`src/rtl/rst_pkg.sv`:
```
// Shared types and default constants for the reset sequencer.
package rst_pkg;

   typedef enum logic [1:0] {
      ST_RESET   = 2'd0,
      ST_HOLD    = 2'd1,
      ST_RELEASE = 2'd2,
      ST_RUN     = 2'd3
   } seq_state_t;

   localparam int DEF_STAGES   = 2;
   localparam int DEF_CHANNELS = 3;
   localparam int DEF_HOLD     = 4;
   localparam int DEF_GAP      = 2;

   function automatic int max2(input int a, input int b);
      return (a > b) ? a : b;
   endfunction

endpackage

```
`src/rtl/rst_sync_chain.sv`:
```
// Reset synchroniser: async set, shifts zeros in once rst_async drops.
module rst_sync_chain
   import rst_pkg::*;
#(
   parameter int pSTAGES = DEF_STAGES
) (
   input  logic clk,
   input  logic rst_async,
   output logic sync_arm,
   output logic sync_out
);

   logic [pSTAGES-1:0] sync_reg;

   always_ff @(posedge clk or posedge rst_async) begin
      if (rst_async) begin
         sync_reg <= '1;
      end else begin
         sync_reg <= {sync_reg[pSTAGES-2:0], 1'b0};
      end
   end

   // sync_arm is the value sync_out takes on the next edge
   assign sync_arm = sync_reg[pSTAGES-2];
   assign sync_out = sync_reg[pSTAGES-1];

endmodule

```
`src/rtl/rst_seq.sv`:
```
// Sequenced reset release: hold all channels, then drop them in ascending order.
// Define RST_SEQ_SW_REQ_EN to add the sw_rst_req software reset path.
module rst_seq
   import rst_pkg::*;
#(
   parameter int pSTAGES   = DEF_STAGES,
   parameter int pCHANNELS = DEF_CHANNELS,
   parameter int pHOLD     = DEF_HOLD,
   parameter int pGAP      = DEF_GAP
) (
   input  logic                 clk,
   input  logic                 rst_async,
`ifdef RST_SEQ_SW_REQ_EN
   input  logic                 sw_rst_req,
`endif
   output logic [pCHANNELS-1:0] rst_out,
   output logic                 seq_busy,
   output logic                 seq_done
);

   localparam int CNT_MAX = max2(pHOLD, pGAP);
   localparam int CNT_W   = $clog2(CNT_MAX + 1);
   localparam logic [CNT_W-1:0]     HOLD_LAST = CNT_W'(pHOLD - 1);
   localparam logic [CNT_W-1:0]     GAP_LAST  = CNT_W'(pGAP - 1);
   localparam logic [CNT_W-1:0]     CNT_SAT   = CNT_W'(CNT_MAX);
   localparam logic [pCHANNELS-1:0] LAST_ONLY = pCHANNELS'(1) << (pCHANNELS - 1);

   logic sync_arm;
   logic sync_out;

   rst_sync_chain #(.pSTAGES(pSTAGES)) u_sync (
      .clk       (clk),
      .rst_async (rst_async),
      .sync_arm  (sync_arm),
      .sync_out  (sync_out)
   );

   seq_state_t           state_reg;
   logic [CNT_W-1:0]     cnt_reg;
   logic [pCHANNELS-1:0] rst_out_reg;
   logic                 busy_reg;
   logic                 done_reg;

   always_ff @(posedge clk or posedge rst_async) begin
      if (rst_async) begin
         state_reg   <= ST_RESET;
         cnt_reg     <= '0;
         rst_out_reg <= '1;
         busy_reg    <= 1'b1;
         done_reg    <= 1'b0;
      end else begin
         case (state_reg)
            // Leave on the same edge the synchroniser output falls, so the
            // hold window is measured from the synchronised release itself.
            ST_RESET: begin
               if (sync_out && !sync_arm) begin
                  state_reg <= ST_HOLD;
                  cnt_reg   <= '0;
               end
            end
            ST_HOLD: begin
`ifdef RST_SEQ_SW_REQ_EN
               if (sw_rst_req) begin
                  cnt_reg <= '0;
               end else
`endif
               if (cnt_reg == HOLD_LAST) begin
                  rst_out_reg <= rst_out_reg << 1;
                  cnt_reg     <= '0;
                  if (rst_out_reg == LAST_ONLY) begin
                     state_reg <= ST_RUN;
                     busy_reg  <= 1'b0;
                     done_reg  <= 1'b1;
                  end else begin
                     state_reg <= ST_RELEASE;
                  end
               end else if (cnt_reg != CNT_SAT) begin
                  cnt_reg <= cnt_reg + 1'b1;
               end
            end
            ST_RELEASE: begin
               if (cnt_reg == GAP_LAST) begin
                  rst_out_reg <= rst_out_reg << 1;
                  cnt_reg     <= '0;
                  if (rst_out_reg == LAST_ONLY) begin
                     state_reg <= ST_RUN;
                     busy_reg  <= 1'b0;
                     done_reg  <= 1'b1;
                  end
               end else if (cnt_reg != CNT_SAT) begin
                  cnt_reg <= cnt_reg + 1'b1;
               end
            end
            ST_RUN: begin
`ifdef RST_SEQ_SW_REQ_EN
               if (sw_rst_req) begin
                  state_reg   <= ST_HOLD;
                  cnt_reg     <= '0;
                  rst_out_reg <= '1;
                  busy_reg    <= 1'b1;
                  done_reg    <= 1'b0;
               end
`endif
            end
         endcase
      end
   end

   assign rst_out  = rst_out_reg;
   assign seq_busy = busy_reg;
   assign seq_done = done_reg;

endmodule
```
`config.mk`:
```
export PLATFORM = sky130hd
export DESIGN_NAME = rst_seq
export DESIGN_NICKNAME = d
export VERILOG_FILES = /design/src/rtl/rst_pkg.sv /design/src/rtl/rst_sync_chain.sv /design/src/rtl/rst_seq.sv
export SDC_FILE = /design/constraint.sdc
export NUM_CORES = 1
export LEC_CHECK = 0
export BUFFER_PORTS_ARGS = -buffer_cell sky130_fd_sc_hd__buf_4
export CORE_UTILIZATION = 41
export CTS_CLUSTER_DIAMETER = 80
export DETAILED_ROUTE_END_ITERATION = 10
export GPL_TIMING_DRIVEN = 1
export PLACE_DENSITY = 0.67
export SLEW_MARGIN = 10
export SYNTH_ARGS = -nofsm -noshare
export SYNTH_HDL_FRONTEND = slang
export SYNTH_SLANG_ARGS = --single-unit
```
`constraint.sdc`:
```
create_clock -name clk -period 1.9 [get_ports clk]
set_input_delay 0.19 -clock clk [delete_from_list [all_inputs] [get_ports clk]]
set_output_delay 0.19 -clock clk [all_outputs]
set_load 0.02 [all_outputs]
```
# Yosys cells after proc, flatten, opt, wreduce, memory -nomap -nowiden

Cells that the tools add are included.

Bits in registers: 12
Input bits: 2
Output and inout port bits: 5
Word-level logic and storage cells: 47

$add $sub $neg: 1
Eq/ne operators: 10
Multiplexer cells: 22
Reduce and logical (&&, ||, !) cells: 8

Operators with widths:

| cell                                           | count |
|---|---|
| 2-to-1 mux 3 bit                               | 6 |
| case mux 3 bit (3 select lines)                | 1 |
| 2-to-1 mux 2 bit                               | 4 |
| inequality test 2 bit (second input constant)  | 4 |
| 2-to-1 mux 1 bit                               | 7 |
| case mux 2 bit (3 select lines)                | 1 |
| case mux 3 bit (2 select lines)                | 1 |
| AND reduction 5 bit                            | 1 |
| case mux 1 bit (2 select lines)                | 2 |
| adder 3 x 1 -> 3 bit (second input constant)   | 1 |
| == test 3 x 1 -> 1 bit (second input constant) | 1 |
| == test 3 x 2 -> 1 bit (second input constant) | 1 |
| == test 3 bit (second input constant)          | 1 |
| inequality test 3 bit (second input constant)  | 1 |
| AND reduction 3 bit                            | 1 |
| nonzero test 3 bit                             | 1 |
| == test 2 x 1 -> 1 bit (second input constant) | 1 |
| == test 2 bit (second input constant)          | 1 |
| logical NOT 2 bit                              | 1 |
| AND reduction 2 bit                            | 1 |
| nonzero test 2 bit                             | 1 |
| logical AND 1 bit                              | 1 |
| logical NOT 1 bit                              | 1 |

# Longest topological paths before layout

Gate-level depths: netlist (run 1).

Depth in word-level cells: 4
Mapped depth: 6
Gate-level depth less buffers: 6

# By module

From an unflattened synthesis (run 1), not the netlist that was laid out.

Cells, all modules: 56
Area total of the unflattened synthesis: 680.7 µm²

By module, submodules not included:

| module         | instances | cells an instance | area an instance (µm²) | sequential area each (µm²) |
|---|---|---|---|---|
| rst_seq        | 1         | 52                | 620.6                  | 255.2 |
| rst_sync_chain | 1         | 4                 | 60.1                   | 52.6 |

# Worst setup path before layout (run 1)

OpenSTA, ideal clock, no wires.

Path kind: register to register
From: reg state_reg[1]
To: reg rst_out_reg[1], in the netlist rst_out[1]
Library setup time: 0.082 ns
Data arrival time: 1.392 ns
Required time: 1.818 ns
Setup slack: 0.426 ns
Cell stages (with the launch flop): 7
Buffers on the path: 0
Clock period less this slack: 1.474 ns
Path through: dfrtp_1 > inv_1 > ha_1 > nor2b_1 > a21oi_2 > o21a_2 > mux2_2

Word-level cells in the longest chain between the ends: 3
Elaborated cells on any way between the ends: 7

Ends and longest elaborated chain:

| element                                                                      | line          | text |
|---|---|---|
| start: declaration                                                           | rst_seq.sv:38 | `seq_state_t state_reg;` |
| start signal: assignment                                                     | rst_seq.sv:46 | `state_reg <= ST_RESET;` |
| start signal: assignment                                                     | rst_seq.sv:57 | `state_reg <= ST_HOLD;` |
| start signal: assignment                                                     | rst_seq.sv:71 | `state_reg <= ST_RUN;` |
| == test 2 bit or == test 2 x 1 -> 1 bit (tied branches)                      | rst_seq.sv:52 | `case (state_reg)` |
| inequality test 2 bit (no source line) or nonzero test 2 bit (tied branches) | n/a           |  |
| AND reduction 3 bit (no source line)                                         | n/a           |  |
| end signal: assignment                                                       | rst_seq.sv:68 | `rst_out_reg <= rst_out_reg << 1;` |
| end signal: assignment                                                       | rst_seq.sv:83 | `rst_out_reg <= rst_out_reg << 1;` |
| end: declaration                                                             | rst_seq.sv:40 | `logic [pCHANNELS-1:0] rst_out_reg;` |

Several ways; a longest one is shown, not always the timed one.
A chain may end at the register's enable or synchronous reset.

# Worst setup path in the final report (run 1)

From: reg state_reg[1]
To: reg rst_out_reg[2], in the netlist rst_out[2]

The elaborated chain is that of the path after synthesis.

==> results by stage, run 1 <==
Clock network:
- The clock buffer count from CTS is 3.
- In this run the number of H-tree levels came out at 1.
- Clock latency on the worst-skew pair, taken at its later pin, is 270 ps.
- The clock-pin transition on the worst setup and hold timing paths is 70 ps.
- The clock passes through at most 2 buffers.
- The CTS sink count is 12.
- The post-cts repair resize count is 0.
- TritonCTS built the clock tree.
- The tree is rooted in a clkbuf_4.

Cells and area:
- The fraction of final layout cells sized beyond drive strength 1 is 0.3788.
- Counting the fill cells in the layout gives 123.
- The final-stage net count is 77.
- Leaving out fill and tap cells, the most frequent cell in the layout is ha_1.
- The antenna diode instance count is 0.
- The finished layout holds 82 standard cells, fillers aside.
- In the layout the commonest cells are ha_1, inv_1, dfrtp_1, buf_4, dfstp_2.
- The post-synthesis to final-layout area growth is 17.05%.

Flow run:
- Across the run, the number of max-cap violations was 0.

Worst setup path:
- Walking the worst path, the cells encountered are inv_1 -> ha_1 -> nor2b_1 -> a21oi_2 -> o21a_2 -> mux2_2.
- The type of the worst setup path is reg -> reg.
- The worst setup path is launched from a register.
- The number of cells on the worst reg-to-reg path is 6.
- The worst setup path is captured at a register.
- The worst reg2reg path endpoint is rst_out[2].
- The worst stage delay on the critical path is 390 ps.
- The startpoint identified for the worst register-to-register timing path is state_reg[1].
- Of all nets on the critical path, the largest fanout is 5.
- The data required time at the worst endpoint is 2100 ps.
- The worst-case register-to-register setup slack is 300 ps.
- Among all stages on the critical path, the largest delay is contributed by dfrtp_1.
- STA puts the critical path data arrival time at 1790 ps.

Drt:
- The highest metal layer carrying signal wires in the routed design is met4.
- In the final routed layout, each cell accounts on average for 11.43 um.
- For this run, design rule violations remaining after detail routing come to 0.
- The number of nets still failing antenna checks after routing is 0.
- For this block, the initial DRC count from the detailed router was 2.
- In the routed layout, each cell is associated on average with a via count of 5.098.
- The routed metal-1 wire length is 443 um.
- The final wirelength is 937 um.
- The total met3 wirelength after detailed routing is 25 um.
- The met2 wirelength from detailed routing is 459 um.
- The detailed-router iteration count before antenna repair is 3.
- Detailed routing inserted a total of 418 vias.

Pwr:
- The power density of the placed cells is 1333 nW/um^2.
- Across the VDD grid, the largest voltage drop is 829.6 uV.
- The analysis attributes to cell leakage a power of 0.3828 nW.

Global routing:
- The first global-routing pass estimated 1711 um of wire.
- The via count of the first global-routing pass is 441.
- The total congestion overflow after global routing is 0.
- The initial antenna violation count is 0.
- Entering global routing, the biggest net connects 13 pins.
- The total routing usage reported by global routing is 0.1282.

Synth:
- The synthesized flop and latch total is 12.
- In the synthesized netlist, the number of instances is 55.
- Counting distinct cell types in the post-synthesis netlist gives 22.
- The sequential area share after synthesis is 0.4713.
- The average instance in the mapped netlist occupies 11.88 um^2.
- dfstp_2 takes more of the synthesized area than any other cell.
- The share of the synthesized area in the top cell type is 0.2414.
- Yosys printed 0 warnings.
- The number of nets in the synthesized netlist is 65.
- By area the synthesized netlist is led by dfstp_2, dfrtp_1, ha_1.
- Summing every instance area after synthesis gives 653.1 um^2.

STA:
- The minimum clock period after layout is 1597 ps.
- The timing-limited maximum frequency is 626.2 MHz.
- Setup repair after global routing left no endpoint under its margin.
- The final setup TNS is 0 ps.
- The final hold violation count is 0.
- Setup violations remaining at the end of the flow were counted as 0.
- In the finished design, the share of the clock period the worst path needs comes to 0.8405.
- The final max-slew violation count is 0.
- Across the routed clock network, the largest skew measured is 1.367 ps.

Floorplan:
- The I/O pin count is 7.
- The floorplan has 14 rows.
- The total area inside the core boundary comes to 1489 um^2.
- The initial utilization of the core area, before any placement, comes to 0.4387.
- The die covers 1756 um^2.
- The floorplan step set the die width to 41.91 um.
- Measured along the y axis, the die boundary spans 41.91 um.

Place:
- The global placer's final weighted congestion is 0.7476.
- The number of input and output port buffers inserted is 6.
- The sum of net half-perimeters after detailed placement is 733.6 um.
- Counting tap cells, the placed design contains a total of 77 instances.

Hold path:
- The capture endpoint of the worst hold path is u_sync.sync_reg[1].
- The kind of path behind the tightest hold check is reg -> reg.
- The worst hold path was traced through 0 stages.
- The worst hold path begins at u_sync.sync_reg[0].

Run status:
- The flow ran to the end, and the final reports show no timing, DRC or antenna violations.
worst max-delay path, delay by kind of cell, from the launching register on:
family | cells | cell delay [ps]
DFF | 1 | 390
buffers and inverters | 1 | 80
muxes | 1 | 340
adders and majority gates | 1 | 210
AOI/OAI and AO/OA | 2 | 370
and+or+nand+nor | 1 | 150
where the power goes:
| part | total, mW | switching, mW | internal, mW |
|---|---|---|---|
| sequential | 0.336 | 0.0347 | 0.301 |
| combinational | 0.483 | 0.260 | 0.224 |
| clock | 0.200 | 0.0837 | 0.116 |
| total | 1.02 | 0.378 | 0.641 |
layer usage:
metal,vias to the layer above,global-route usage
met3,2,0.01304
met1,202,0.1597
met5,-,0
li1,209,-
met4,0,0.07742
met2,5,0.2125
worst max path at each step:
stage,startpoint,end,cells after the start,slack [ps]
global route,state_reg[1],rst_out[2],6,210
finish,state_reg[1],rst_out[2],6,300
detailed placement,state_reg[1],rst_out[1],6,320
global placement,state_reg[1],rst_out[1],6,350
floorplan,state_reg[1],rst_out[1],6,430
CTS,state_reg[1],rst_out[2],6,300
per-stage QoR:
stage	total power [mW]	area, um^2	setup slack, ps	hold slack [ps]	util
floorplan	0.7408	653.1	426.1	50.40	-
CTS	1.037	764.5	298.8	367.8	0.5134
finish	1.019	764.5	303.0	366.8	0.5134
global placement	0.8205	718.2	348.8	232.0	0.4824
global route	1.098	764.5	213.4	376.7	0.5134
detailed placement	0.8281	718.2	315.1	229.0	0.4824
Yosys cell counts (all sizes together):
master	n
a21boi	1
a21o	1
a21oi	5
a22oi	1
and3	1
conb	1
dfrtp	6
dfstp	6
ha	8
inv	7
mux2	3
mux2i	1
nand2	1
nand2b	5
nand3	1
nor2b	2
nor3b	1
o21a	1
o22ai	3
logic make-up (layout without fill, tap and decap cells):
| kind of cell | Yosys count | in the layout | synth area share |
|---|---|---|---|
| mux | 4 | 4 | 0.07279 |
| other cells | 1 | 1 | 0.005742 |
| flops | 12 | 12 | 0.4713 |
| fa+ha+maj | 8 | 8 | 0.1533 |
| buf+inv | 7 | 18 | 0.04024 |
| compound gates | 12 | 12 | 0.1399 |
| simple gates | 11 | 11 | 0.1169 |
area by class of cell:
cell class	instances	area (um^2)	area share
clock buffer	4	36.28	0.04746
inverter	7	26.28	0.03437
tap	16	20.02	0.02619
sequential	12	307.8	0.4026
multi-input combinational	36	319.1	0.4173
timing repair buffer	7	55.05	0.07201
timing repair:
item	4_1_cts	5_1_grt
hold buffers	1	0
buffers inserted	0	0
hold endpoints to repair	6	0
endpoints found under the setup margin	0	0
No activity file was read; power rests on OpenSTA's default activity.
==> run 2, diff against run 1 <==
clock period = 1.65 ns   (was 1.9 ns; I/O delays follow)
==> results by stage, run 2 (synthesized netlist as in run 1, its figures left out) <==
Worst setup path:
- For the worst setup path, the data arrival time is 1770 ps.
- The data required time at the worst endpoint is 1850 ps.
- Along the worst path, the maximum fanout reaches 5.
- The worst setup path is captured at a register.
- The critical path is of the reg -> reg type.
- The worst setup path is launched from a register.

Global routing:
- The via count of the first global-routing pass is 451.
- The global-route met1 utilization is 0.1737.
- The met2 demand-to-capacity share in global routing is 0.2188.
- The maximum number of pins on one net before global-route repair is 13.
- The total congestion overflow after global routing is 0.
- The wire length of the first global-routing pass is 1814 um.
- The initial antenna violation count was 0.
- The global-route track usage on met3 is 0.03913.
- The total routing usage reported by global routing is 0.1410.
- met2 is the most crowded layer.

STA:
- After layout, the worst setup slack is 83.04 ps.
- The final clock skew is 7.655 ps.
- Setup repair after global routing left no endpoint under its margin.
- Static timing analysis puts the maximum clock frequency at 638.2 MHz.
- The final setup TNS is 0 ps.
- The share of the clock period used by the worst path after layout is 0.9497.
- Setup violations remaining at the end of the flow were counted as 0.
- The final max-slew violation count is 0.
- The final hold violation count is 0.
- The minimum clock period after layout is 1567 ps.

Clock network:
- The cell sitting at the root of the clock tree is a clkbuf_4.
- CTS built an H-tree with a depth of 1.
- The clock-pin transition on the worst setup and hold timing paths is 80 ps.
- In this run the deepest clock path goes through 2 buffers.
- The clock buffer count from CTS is 3.
- The clock net in this run drives a total of 12 sinks.
- The clock latency of the later-clocked register in the worst-skew pair is 280 ps.
- The TritonCTS clock tree is built.

Drt:
- After detailed routing, the average wire length per cell comes to 11.46 um.
- The final layout contains routed wiring with a total length of 1020 um.
- The remaining routing DRC violations is 0.
- The first detailed-routing pass took 4 iterations.
- The total via count after detailed routing is 422.
- The detail route stage leaves a number of antenna-violating nets equal to 0.
- The per-cell via count in the routed design is 4.742.
- The number of DRC markers in iteration 0 is 6.

Place:
- Detailed placement finished with a half-perimeter wire length of 702.5 um.
- Timing analysis after detailed placement gives a worst setup slack of 56.28 ps.
- The global placer's final weighted congestion is 0.7591.
- During placement, the flow inserted port buffers numbering 6.

Cells and area:
- The most frequent standard cell in the layout excluding fill and tap cells is buf_4.
- The fraction of final layout cells sized beyond drive strength 1 is 0.4521.
- The post-synthesis to final-layout area growth is 25.48%.
- In the layout the commonest cells are buf_4, inv_1, ha_1.
- The number of antenna diodes in the final layout is 0.
- The final-stage net count is 84.
- Once layout is complete, the utilization of the core stands at 0.5504.

Pwr:
- The leakage dissipation is 0.4157 nW.
- Across the VDD grid, the largest voltage drop is 847.5 uV.
- Dividing total power by cell area gives a power density of 1590 nW/um^2.

Floorplan:
- The floorplan has 14 rows.
- The die covers 1756 um^2.
- Measured along the y axis, the die boundary spans 41.91 um.
- The overall die width is 41.91 um.
- The placeable core region is 1489 um^2.
- In this run the count of I/O pins placed on the die edge is 7.
- For this configuration, the core starts out at a cell density of 0.4387.

Flow run:
- The tool flagged a number of max-cap violations equal to 0.

Hold path:
- The kind of path behind the tightest hold check is reg -> reg.

Run status:
- The run finished with clean final reports.
==> run 2: changes by cell type in the layout (fill, tap and decap cells not counted), sizes merged <==
cell  previous run  this run
buf              6        13
==> run 2: metal layers <==
layer	wire length, um	up-vias
met5	0	-
li1	-	222
met3	33	2
met4	20	0
met2	468	8
met1	497	190
==> run 2: worst max-delay path: stages, from the launching register on <==
cell and delay [ps]:
dfrtp_1 410, buf_4 140, ha_1 220, a21oi_2 180
o21a_2 210, mux2_2 340
==> run 2: power by group <==
part,switching [mW],internal [mW]
combinational,0.321,0.358
clock,0.102,0.134
sequential,0.0397,0.347
total,0.463,0.840
==> run 2: per-stage QoR <==
stage | total power [mW] | std cells | hold slack [ps] | instance area (um^2)
final | 1.303 | 89 | 365.2 | 819.5
after global routing | 1.417 | 89 | 372.2 | 819.5
after detailed placement | 0.9660 | 79 | 199.9 | 733.2
after global placement | 0.9646 | 79 | 193.1 | 733.2
after floorplan | 0.8531 | 55 | 25.40 | 653.1
after CTS | 1.209 | 84 | 367.4 | 779.5
==> run 2: cell type report <==
type	instances	area (um^2)
tap	16	20.02
multi-input combinational	36	321.6
clock buffer	4	36.28
fill	116	669.4
sequential	12	307.8
timing repair buffer	14	107.6
inverter	7	26.28
==> run 2: timing repair <==
item	4_1_cts	5_1_grt
setup buffers	0	5
hold endpoints to repair	6	0
hold buffers	1	0
endpoints found under the setup margin	0	3
gates resized for setup	0	1
==> run 2: final timing paths <==
path | startpoint | to | slack [ps] | cells after the start
hold reg to reg | u_sync.sync_reg[0] | u_sync.sync_reg[1] | 370 | 0
max in group asynchronous | rst_async | rst_out[2] | 860 | 3
min in group asynchronous | rst_async | cnt_reg[1] | 440 | 3
hold / removal | u_sync.sync_reg[0] | u_sync.sync_reg[1] | 370 | 0
setup / recovery | state_reg[1] | rst_out[2] | 80 | 5
setup reg to reg | state_reg[1] | rst_out[2] | 80 | 5
==> run 3, diff against run 2 <==
CORE_UTILIZATION = 45   (was 41)
PLACE_DENSITY = 0.72   (was 0.67)
==> results by stage, run 3 (synthesized netlist as in run 1, its figures left out) <==
Run status:
- The run finished with clean final reports.

Clock network:
- The H-tree depth is 1.
- The clock buffer count from CTS is 3.
- The TritonCTS clock tree is built.
- The longest clock path from root to sink contains 2 buffers.
- The clock-pin transition on the worst setup and hold timing paths is 80 ps.
- The CTS sink count is 12.
- In this run the clock root is driven by a clkbuf_4.
- The clock latency of the later-clocked register in the worst-skew pair is 270 ps.

Drt:
- In the routed layout, each cell is associated on average with a via count of 4.779.
- Before antenna repair, the detailed router went through 3 iterations.
- For this run, design rule violations remaining after detail routing come to 0.
- The final wirelength is 978 um.
- The routed layout has 411 vias.
- The routed length per instance is 11.37 um.
- The number of DRC markers in iteration 0 is 6.
- The detail route stage leaves a number of antenna-violating nets equal to 0.

Pwr:
- In this run the power density over the cells is 1578 nW/um^2.
- The analysis attributes to cell leakage a power of 0.4076 nW.
- The highest ir drop seen on vdd is 722.0 uV.
- The power consumption is 1.264 mW.

Cells and area:
- The multi-input combinational cells in the finished layout cover a total of 319.1 um^2.
- The register cell area after layout is 307.8 um^2.
- The filler cells instantiated in the layout total 93.
- For this run, the number of standard cells in the final layout without fillers is 86.
- The fraction of final layout cells sized beyond drive strength 1 is 0.4225.
- The net count of the finished layout is 82.
- The finished cells cover 800.8 um^2.
- The top cell types in the final layout, fill and taps aside, are buf_4, ha_1, inv_1.
- Leaving out fill and tap cells, the most frequent cell in the layout is buf_4.
- The post-synthesis to final-layout area growth is 22.61%.
- The antenna diode instance count is 0.

Worst setup path:
- The type of the worst setup path is reg -> reg.
- The worst flop-to-flop path startpoint is state_reg[1].
- The data required time at the worst endpoint is 1850 ps.
- STA classifies the critical path startpoint as a register.
- Counting cells, the worst reg-to-reg path comes to 6.
- The endpoint identified for the worst register-to-register timing path is rst_out[1].
- For this run, the slowest stage of the critical path takes 400 ps.
- The master of the slowest instance on the critical path is dfrtp_1.
- The critical path's top delay family is flip-flops.
- Together, buffers and inverters on the worst path number 1.
- The critical path goes through inv_1 -> ha_1 -> nor2b_1 -> a21oi_2 -> o21a_2 -> mux2_2.
- The worst register-to-register path has a setup slack of 40 ps.
- The element type at the critical path end is a register.
- Of all nets on the critical path, the largest fanout is 5.
- At the worst endpoint, the arrival time is 1810 ps.

STA:
- The worst hold margin is 366.3 ps.
- The slack of the critical path is 37.50 ps.
- The minimum clock period after layout is 1612 ps.
- For the final database, setup skew stands at 3.088 ps.
- The share of the clock period used by the worst path after layout is 0.9773.
- The final hold violation count came to 0.
- Timing would allow up to 620.2 MHz.
- The final max-slew violation count came to 0.
- The count of endpoints failing setup in the final report is 0.

Floorplan:
- The die is 40.10 um wide.
- The initial utilization of the core area, before any placement, comes to 0.4957.
- The die covers 1608 um^2.
- 7 I/O pins were placed.
- The placeable core region is 1318 um^2.
- The floorplan has 13 rows.
- Measured along the y axis, the die boundary spans 40.10 um.

Place:
- The number of input and output port buffers inserted is 6.
- The number of placed instances, taps included, is 78.
- The pre-CTS worst setup slack is 33.80 ps.
- The cell area after placement is 732.0 um^2.
- Summed over all nets, the half-perimeter wirelength after detailed placement is 707.5 um.
- At the end of routability-driven placement, the weighted congestion stood at 0.7167.

Global routing:
- The initial antenna violation count is 0.
- The via count of the first global-routing pass is 401.
- Across every metal layer, demand over resource in global routing totals 0.1460.
- The wire length of the first global-routing pass is 1559 um.
- The maximum number of pins on one net before global-route repair is 13.
- The total congestion overflow after global routing is 0.

Hold path:
- The worst hold path cell count is 0.
- The origin of the worst min-delay path is u_sync.sync_reg[0].
- For hold timing, the worst endpoint is u_sync.sync_reg[1].
- In this run the worst hold path is classified as reg -> reg.

Flow run:
- The number of violations of the max-capacitance limit is 0.
## run 3: cell type report
type,instances,area share
multi-input combinational,36,0.3984
sequential,12,0.3844
timing repair buffer,12,0.1156
clock buffer,4,0.04531
inverter,7,0.03281
tap,15,0.02344
## run 3: how the worst max path moves through the flow
stage / from / endpoint / slack [ps] / depth (start not counted)
after floorplan: state_reg[1] / rst_out[1] / 180 / 6
after global placement: state_reg[1] / rst_out[2] / 110 / 6
after detailed placement: state_reg[1] / rst_out[1] / 30 / 6
after CTS: state_reg[1] / rst_out[1] / 20 / 6
after global routing: state_reg[1] / rst_out[1] / -6 / 6
final: state_reg[1] / rst_out[1] / 40 / 6
## run 3: power breakdown
group / internal [mW] / switching (mW) / leakage (nW)
Combinational: 0.327 / 0.317 / 0.246
Clock: 0.134 / 0.0996 / 0.0210
Sequential: 0.347 / 0.0398 / 0.140
## run 3: per-stage QoR
step           setup TNS, ps  utilization
4_1_cts                    0       0.5907
5_1_grt               -8.768       0.6078
2_1_floorplan              0            -
3_3_place_gp               0       0.5556
6_report                   0       0.6078
3_5_place_dp               0       0.5556
## run 3: repair_timing
action,in CTS,in global routing
buffers inserted,0,3
hold buffers,1,0
resized for setup,0,0
endpoints found under the setup margin,0,2
hold endpoints to repair,6,0
## run 3: worst register-to-register path: cells and delay by family (launching register included)
kind	cells	cell delay, ps
AND/OR/NAND/NOR	1	150
flip-flops	1	400
adder cells (fa/ha/maj)	1	210
AO/OA/AOI/OAI	2	380
buffers and inverters	1	70
multiplexers	1	340
## run 3: metal layers
metal	global-route usage	up-vias	wire length [um]
met1	0.1944	190	483
met2	0.2298	5	464
li1	-	216	-
met3	0.05000	0	30
met5	0	-	0
met4	0.02586	0	0
